### config.mk
export PLATFORM = sky130hd
export DESIGN_NAME = rf_wb_arbiter
export DESIGN_NICKNAME = d
export VERILOG_FILES = /design/src/rtl/rf_wb_arbiter.sv
export SDC_FILE = /design/constraint.sdc
export NUM_CORES = 1
export LEC_CHECK = 0
export ABC_AREA = 1
export BUFFER_PORTS_ARGS = -buffer_cell sky130_fd_sc_hd__buf_2
export CORE_MARGIN = 2
export CORE_UTILIZATION = 50
export DETAILED_ROUTE_END_ITERATION = 8
export MAX_ROUTING_LAYER = met4
export PLACE_DENSITY = 0.74
export SLEW_MARGIN = 20
export SYNTH_ARGS = -nofsm -noshare
export SYNTH_HDL_FRONTEND = slang
export SYNTH_SLANG_ARGS = --single-unit
### constraint.sdc
create_clock -name clk -period 3.5 [get_ports clk]
set_input_delay 0.35 -clock clk [delete_from_list [all_inputs] [get_ports clk]]
set_output_delay 0.35 -clock clk [all_outputs]
set_load 0.02 [all_outputs]
### src/rtl/rf_wb_arbiter.sv
// Write-back arbiter for the register file's single write port. The pipeline WB stage (A) shares the port with a buffered long-latency unit (B), and a pending-write scoreboard is kept for the hazard unit.
// Optional statistics counter: define RF_ARB_STATS_EN.
module rf_wb_arbiter #(
  parameter int DEPTH        = 2,
  parameter int STARVE_LIMIT = 4
) (
  input  logic        clk,
  input  logic        rst,
  input  logic        valid_a,
  input  logic [4:0]  rd_a,
  input  logic [31:0] data_a,
  output logic        stall_a,
  input  logic        valid_b,
  output logic        ready_b,
  input  logic [4:0]  rd_b,
  input  logic [31:0] data_b,
  input  logic        iss_valid,
  input  logic [4:0]  iss_rd,
  input  logic [4:0]  chk_rs1,
  input  logic [4:0]  chk_rs2,
  output logic        busy_rs1,
  output logic        busy_rs2,
  output logic        rf_wr,
  output logic [4:0]  rf_wadr,
  output logic [31:0] rf_wdt,
  output logic [15:0] conflict_cnt
);

  localparam int AW = $clog2(DEPTH);
  localparam int CW = $clog2(DEPTH + 1);

  typedef struct packed {
    logic [4:0]  rd;
    logic [31:0] data;
  } entry_t;

  entry_t          mem [DEPTH];
  logic [AW-1:0]   wr_ptr, rd_ptr;
  logic [CW-1:0]   count;
  logic [3:0]      age;
  logic            src_b;
  logic [31:0]     pend;
  logic [31:0]     pend_next;

  logic   head_valid, starve, grant_a, grant_b, push, pop;
  entry_t head;

  assign head_valid = (count != '0);
  assign head       = mem[rd_ptr];
  assign ready_b    = (count < CW'(DEPTH));
  assign push       = valid_b && ready_b;

  // Arbitration runs only on registered FIFO state, so stall_a never depends on this cycle's B push.
  assign starve  = head_valid && (age >= 4'(STARVE_LIMIT));
  assign grant_a = valid_a && !starve;
  assign grant_b = starve || (!valid_a && head_valid);
  assign stall_a = valid_a && starve;
  assign pop     = grant_b;

  // NOTE: the FIFO storage has no reset; count and pointers alone define which entries are valid.
  always_ff @(posedge clk) begin
    if (push) mem[wr_ptr] <= '{rd: rd_b, data: data_b};
  end

  // Clear is applied before set so a same-cycle issue to the retiring register keeps it pending.
  always_comb begin
    pend_next = pend;
    if (rf_wr && src_b) pend_next[rf_wadr] = 1'b0;
    if (iss_valid && (iss_rd != 5'd0)) pend_next[iss_rd] = 1'b1;
  end

  // NOTE: all state below updates with non-blocking assignments so every register samples pre-edge values.
  always_ff @(posedge clk or negedge rst) begin
    if (!rst) begin
      wr_ptr  <= '0;
      rd_ptr  <= '0;
      count   <= '0;
      age     <= '0;
      src_b   <= 1'b0;
      rf_wr   <= 1'b0;
      rf_wadr <= '0;
      rf_wdt  <= '0;
      pend    <= '0;
    end else begin
      if (push) wr_ptr <= wr_ptr + 1'b1;
      if (pop)  rd_ptr <= rd_ptr + 1'b1;

      case ({push, pop})
        2'b10:   count <= count + 1'b1;
        2'b01:   count <= count - 1'b1;
        default: count <= count;
      endcase

      // Age tracks how long the current head has waited; a new head starts from zero.
      if (pop || (push && !head_valid)) age <= '0;
      else if (head_valid && (age != 4'hF)) age <= age + 1'b1;

      src_b <= grant_b;
      rf_wr <= (grant_a && (rd_a != 5'd0)) || (grant_b && (head.rd != 5'd0));
      if (grant_a) begin
        rf_wadr <= rd_a;
        rf_wdt  <= data_a;
      end else if (grant_b) begin
        rf_wadr <= head.rd;
        rf_wdt  <= head.data;
      end

      pend <= pend_next;
    end
  end

  assign busy_rs1 = (chk_rs1 != 5'd0) && pend[chk_rs1];
  assign busy_rs2 = (chk_rs2 != 5'd0) && pend[chk_rs2];

`ifdef RF_ARB_STATS_EN
  logic [15:0] conflict_q;

  always_ff @(posedge clk or negedge rst) begin
    if (!rst) conflict_q <= '0;
    else if (valid_a && head_valid && (conflict_q != 16'hFFFF)) conflict_q <= conflict_q + 1'b1;
  end

  assign conflict_cnt = conflict_q;
`else
  assign conflict_cnt = 16'h0;
`endif

endmodule
# Word-level counts from Yosys, hierarchy flattened
# Memories as Yosys holds them, arrays and structs flattened.
# Index checks and enable logic that the tools add are counted.
[op_classes] n_addsub=5 eq_ne=3 reduce_logical=30 magnitude_cmp=8 bitwise_logic=3 n_mux=19
[ops] cell="two-way mux 32 bit" n=4
[ops] cell="bitwise AND 32 bit" n=1
[ops] cell="inverter 32 bit" n=1
[ops] cell="OR 32 bit" n=1
[ops] cell="nonzero test 5 bit" n=5
[ops] cell="< comparator 5 x 6 -> 1 bit (second input constant)" n=4
[ops] cell="logical AND 1 bit" n=15
[ops] cell="binary-select mux 1 bit (select 5 bit)" n=2
[ops] cell="demux 1 bit (select 5 bit)" n=2
[ops] cell=">= comparator 5 x 1 -> 1 bit (second input constant)" n=2
[ops] cell="two-way mux 5 bit" n=2
[ops] cell="two-way mux 4 bit" n=2
[ops] cell="nonzero test 2 bit" n=4
[ops] cell="two-way mux 1 bit" n=6
[ops] cell="adder 4 x 1 -> 4 bit (second input constant)" n=1
[ops] cell=">= comparator 4 x 3 -> 1 bit (second input constant)" n=1
[ops] cell="inequality test 4 bit (second input constant)" n=1
[ops] cell="one-hot mux 2 bit (2 select lines)" n=1
[ops] cell="logical NOT 1 bit" n=3
[ops] cell="logical OR 1 bit" n=3
[ops] cell="adder 1 bit (second input constant)" n=2
[ops] cell="adder 2 x 1 -> 2 bit (second input constant)" n=1
[ops] cell="== test 2 x 1 -> 1 bit (second input constant)" n=1
[ops] cell="== test 2 bit (second input constant)" n=1
[ops] cell="other kinds (2)" n=2
[word_totals] memories=1 register_bits=79 mem_bits_rw=74 input_bits=94 out_inout_bits=58 wordCells=78
[mem_list] memory="mem" depth=2 word_bits=37 rd=1 rd_ports_with_merged_regs=0 write_ports=1 line="37" text="entry_t mem [DEPTH];"

# Longest topological paths before layout
[logic_depth] ltp_word=9 mapped_depth=12 ltp_nobuf=10

# Worst setup path before layout
# Ideal clock, no wire load.
[synth_timing] path_kind="register to register" startpoint="register count[1]" endpoint="memory mem[0][0] (netlist name), enable pin" synth_period_minus_slack_ns=2.757 arrival_time_ns=2.325 stages_incl_launch_ff=4 setup_slack_ns=0.743 path_buffers=0 path_cell_list="dfrtp_1 > inv_1 > nand2_1 > nor2_1"
[synth_via] elab_chain_cells=4
[synth_rtl] item="from (decl)" line="39" text="logic [CW-1:0] count;"
[synth_rtl] item="from (signal assigned)" line="89" text="2'b10: count <= count + 1'b1;"
[synth_rtl] item="from (signal assigned)" line="90" text="2'b01: count <= count - 1'b1;"
[synth_rtl] item="from (signal assigned)" line="91" text="default: count <= count;"
[synth_rtl] item="< comparator 2 bit" line="50" text="assign ready_b = (count < CW'(DEPTH));"
[synth_rtl] item="named net ready_b" line="14" text="output logic ready_b,"
[synth_rtl] item="logical AND 1 bit" line="51" text="assign push = valid_b && ready_b;"
[synth_rtl] item="two-way mux 1 bit" line="62" text="if (push) mem[wr_ptr] <= '{rd: rd_b, data: data_b};"
[synth_rtl] item="two-way mux 1 bit (not written as such)" line="62"
[synth_rtl] item="to (decl)" line="37"
# The timed path passes the listed nets, and every way through them passes these cells.

# Worst setup path in the final report
[layout_timing] startpoint="register count[0]" endpoint="register rf_wdt[1]"
[layout_via] elab_chain_cells=5
[layout_rtl] item="nonzero test 2 bit (*)" line="48" text="assign head_valid = (count != '0);"
[layout_rtl] item="logical AND 1 bit" line="54" text="assign starve = head_valid && (age >= 4'(STARVE_LIMIT));"
[layout_rtl] item="logical NOT 1 bit" line="55" text="assign grant_a = valid_a && !starve;"
[layout_rtl] item="logical AND 1 bit" line="55"
[layout_rtl] item="two-way mux 32 bit / nonzero test 2 bit (equally long branches)"
[layout_rtl] item="to (signal assigned)" line="102" text="rf_wdt <= data_a;"
[layout_rtl] item="to (signal assigned)" line="105" text="rf_wdt <= head.data;"
[layout_rtl] item="to (decl)" line="25" text="output logic [31:0] rf_wdt,"
# Mark *: on every way between the ends. The rest lies on a longest branch, timed or not.
# A chain may end at the register's enable or synchronous reset.

==> flow_metrics.tcl <==
set metrics [dict create \
    status "finished, final reports clean" \
    synthCells 755 \
    ios 152 \
    r2r_start "count[0]$_DFFE_PN0P_" \
    hp-start "rd_b[1]" \
    crit_path_max_incr_delay_ns 0.49 \
    cts.sinks 153 \
    grt_start_max_net_pins 80 \
    cts-root-buf "clkbuf_16" \
    p_sw_share_pct 36.2 \
    switchingPower_mw 2.53 \
    ys_seq_elements 153 \
    timing.fmax_ghz 0.479 \
    numCtsBuffers 17 \
    ys_warn_count 0 \
    grt-ovfl-total 0 \
    grt_pass1_vias 5567 \
    drv_cap 0 \
    dp_hpwl_mm 11.1 \
    clkPwrFrac_pct 27.9 \
    nets 981 \
    synth_cell_types 32 \
    reg2reg_slack_ns 1.41 \
    ys_top_cells_by_count "194 x nand2_1, 100 x nand3_1, 79 x dfrtp_1" \
    power_frac_seq_pct 40.0 \
    wl_per_cell_um 15.1 \
    grt_first_pass_wirelength_mm 26.6 \
    antenna_found_initial 3 \
    fin_crit_ns 2.09 \
    crit_required_ns 3.84 \
    cp.arrival_ns 2.43 \
    final_antenna_net_count 0 \
    cts_resized 0 \
    cp.depth 7 \
    global_route.usage.met3_pct 5.76 \
    final_hold_viol_count 0 \
    p_int_mw 4.46 \
    wirelength_mm 16.3 \
    cp_max_fo 51 \
    vias_per_cell 5.24 \
    grt_use_met1_pct 28.8 \
    path_delay_family "simple AND/OR/NAND/NOR gates" \
    remaining_drc_errors 0 \
    postCtsSetupRepairBufs 0 \
    dieWidth_um 122 \
    async_flop_share_pct 51.6 \
    cts_tree "built" \
    drv_slew 0 \
    path_class "reg -> reg" \
    cp-start-kind "register" \
    synth.top_cell.area_share_pct 31.7 \
    track_usage_pct 23.8 \
    critPathLaunch "count[0]$_DFFE_PN0P_" \
    drtIter0Drc 500 \
    synth-seq-area-share_pct 60.0 \
    drive_above_1_share_pct 20.3 \
    synth.cell_area_mm2 0.00700 \
    vias 5660 \
    combPwrFrac_pct 32.1 \
    fin_area_mm2 0.00842 \
    core_area_mm2 0.0138 \
    period_share_pct 59.7 \
    slowest_stage "inv_2" \
    clockBufferDepth 2 \
    slew_headroom_pct 28.8 \
    hold_path_depth 1 \
    rows 43 \
    power_leakage_nw 3.81 \
    clk_latency_ns 0.41 \
    r2r_cells 7 \
    detailed_place.area_mm2 0.00772 \
    areaGrowthSynthToFinish_pct 20.4 \
    synth.most_common_cell "nand2_1" \
    start_util_pct 50.8 \
    ys.flop_type "dfrtp_1" \
    tns_ns 0 \
    irDropWorstVdd_uv 460 \
    syn_avg_cell_area_um2 9.27 \
    place_congestion 0.841 \
    die_h_um 122 \
    critPathBufInv 2 \
    h-tree-depth 4 \
    hp-class "in -> reg" \
    pwr_density_cell_mw_per_mm2 829 \
    synth_edf_count 74 \
    end_kind "register" \
    io_buffers 135 \
    cts.clk_slew.worst_paths_ns 0.06 \
    busiest_layer "met2" \
    setup_viol 0 \
    rsz0062_at_grt "false" \
    grt_util_met2_pct 38.6 \
    skew_ns 0.0113 \
    crit_chain "nor2_4, inv_2, nand2_4, nand2_4, inv_2, nand2_1, nand3_1" \
    synthTopCellsByArea "edfxtp_1 32%, dfrtp_1 28%, nand2_1 10%" \
    die_area_mm2 0.0150 \
    synth_area_leader_cell "edfxtp_1" \
    drt_first_pass_iters 5 \
    worstMarginPinSlew_ns 1.07 \
]
layer usage:
| metal | share of wire, % | wire length [um] |
|---|---|---|
| met2 | 50 | 8150 |
| met1 | 41 | 6760 |
| met5 | 0 | 0 |
| met3 | 7.1 | 1170 |
| met4 | 1.6 | 254 |
power by group through the flow:
| stage | Sequential [mW] | Combinational, mW | Clock [mW] |
|---|---|---|---|
| 2_1_floorplan | 3.00 | 1.31 | 0 |
| 3_3_place_gp | 2.80 | 2.16 | 0 |
| 3_5_place_dp | 2.81 | 2.22 | 0 |
| 4_1_cts | 2.79 | 2.23 | 1.97 |
| 5_1_grt | 2.85 | 2.53 | 2.07 |
| 6_report | 2.79 | 2.24 | 1.95 |
final cells by class:
class / instances / area (um^2)
Fill cell: 1176 / 5350
Clock buffer: 20 / 437
Sequential cell: 153 / 4200
Inverter: 67 / 251
Multi-Input combinational cell: 506 / 2350
Timing Repair Buffer: 140 / 758
Tap cell: 180 / 225
Antenna cell: 3 / 7.51
Clock inverter: 12 / 198
logic make-up (layout without fill, tap and decap cells):
family	after synthesis	in the layout	synth area share, %
AND/OR/NAND/NOR	359	359	21.6
flip-flops	153	153	60.0
AO/OA/AOI/OAI	124	124	9.92
buffers and inverters	111	239	7.47
XOR/XNOR	5	5	0.626
adder cells (fa/ha/maj)	2	2	0.357
other	1	19	0.0536
placed cells by master, fill, tap and decap left out, types with 4 or more instances in the layout:
master and instances:
conb_1 16, inv_2 6, dfrtp_1 79, buf_2 134, o21ai_1 22, o21ai_0 67, nand3_1 100, xor2_1 4
bufinv_16 5, a21oi_1 5, nand2_1 194, inv_1 59, nor2_1 54, o211ai_1 21, clkbuf_16 17, edfxtp_1 74
timing repair:
item                                    in CTS  in global routing
hold buffers                                 0                  1
endpoints found under the setup margin       0                  0
endpoints found under the hold margin        0                 19
worst paths after layout:
| check | to |
|---|---|
| max reg2reg | rf_wdt[1]$_DFFE_PN0P_ |
| max | rf_wdt[1]$_DFFE_PN0P_ |
| max in group asynchronous | pend[19]$_DFF_PN0_ |
| min | mem[0][33]$_DFFE_PP_ |
| min in group asynchronous | rf_wdt[11]$_DFFE_PN0P_ |
| min reg2reg | rf_wdt[22]$_DFFE_PN0P_ |
flip-flops by register name, indices dropped and copies added (netlist names):
signal   cells
rf_wr        1
mem         74
wr_ptr       1
rf_wdt      32
pend        32
age          4
rd_ptr       1
src_b        1
rf_wadr      5
count        2
stage by stage:
stage	hold slack [ns]	setup slack, ns	power, mW	std cells	utilization (%)
final	0.127	1.41	6.99	1081	61.2
after global routing	0.102	1.17	7.45	1081	61.2
after CTS	0.106	1.41	6.98	1075	60.6
after detailed placement	0.473	1.44	5.02	1043	56.0
after global placement	0.468	1.47	4.97	1043	56.0
after floorplan	0.0544	0.743	4.32	770	-
No activity file was read; power rests on OpenSTA's default activity.
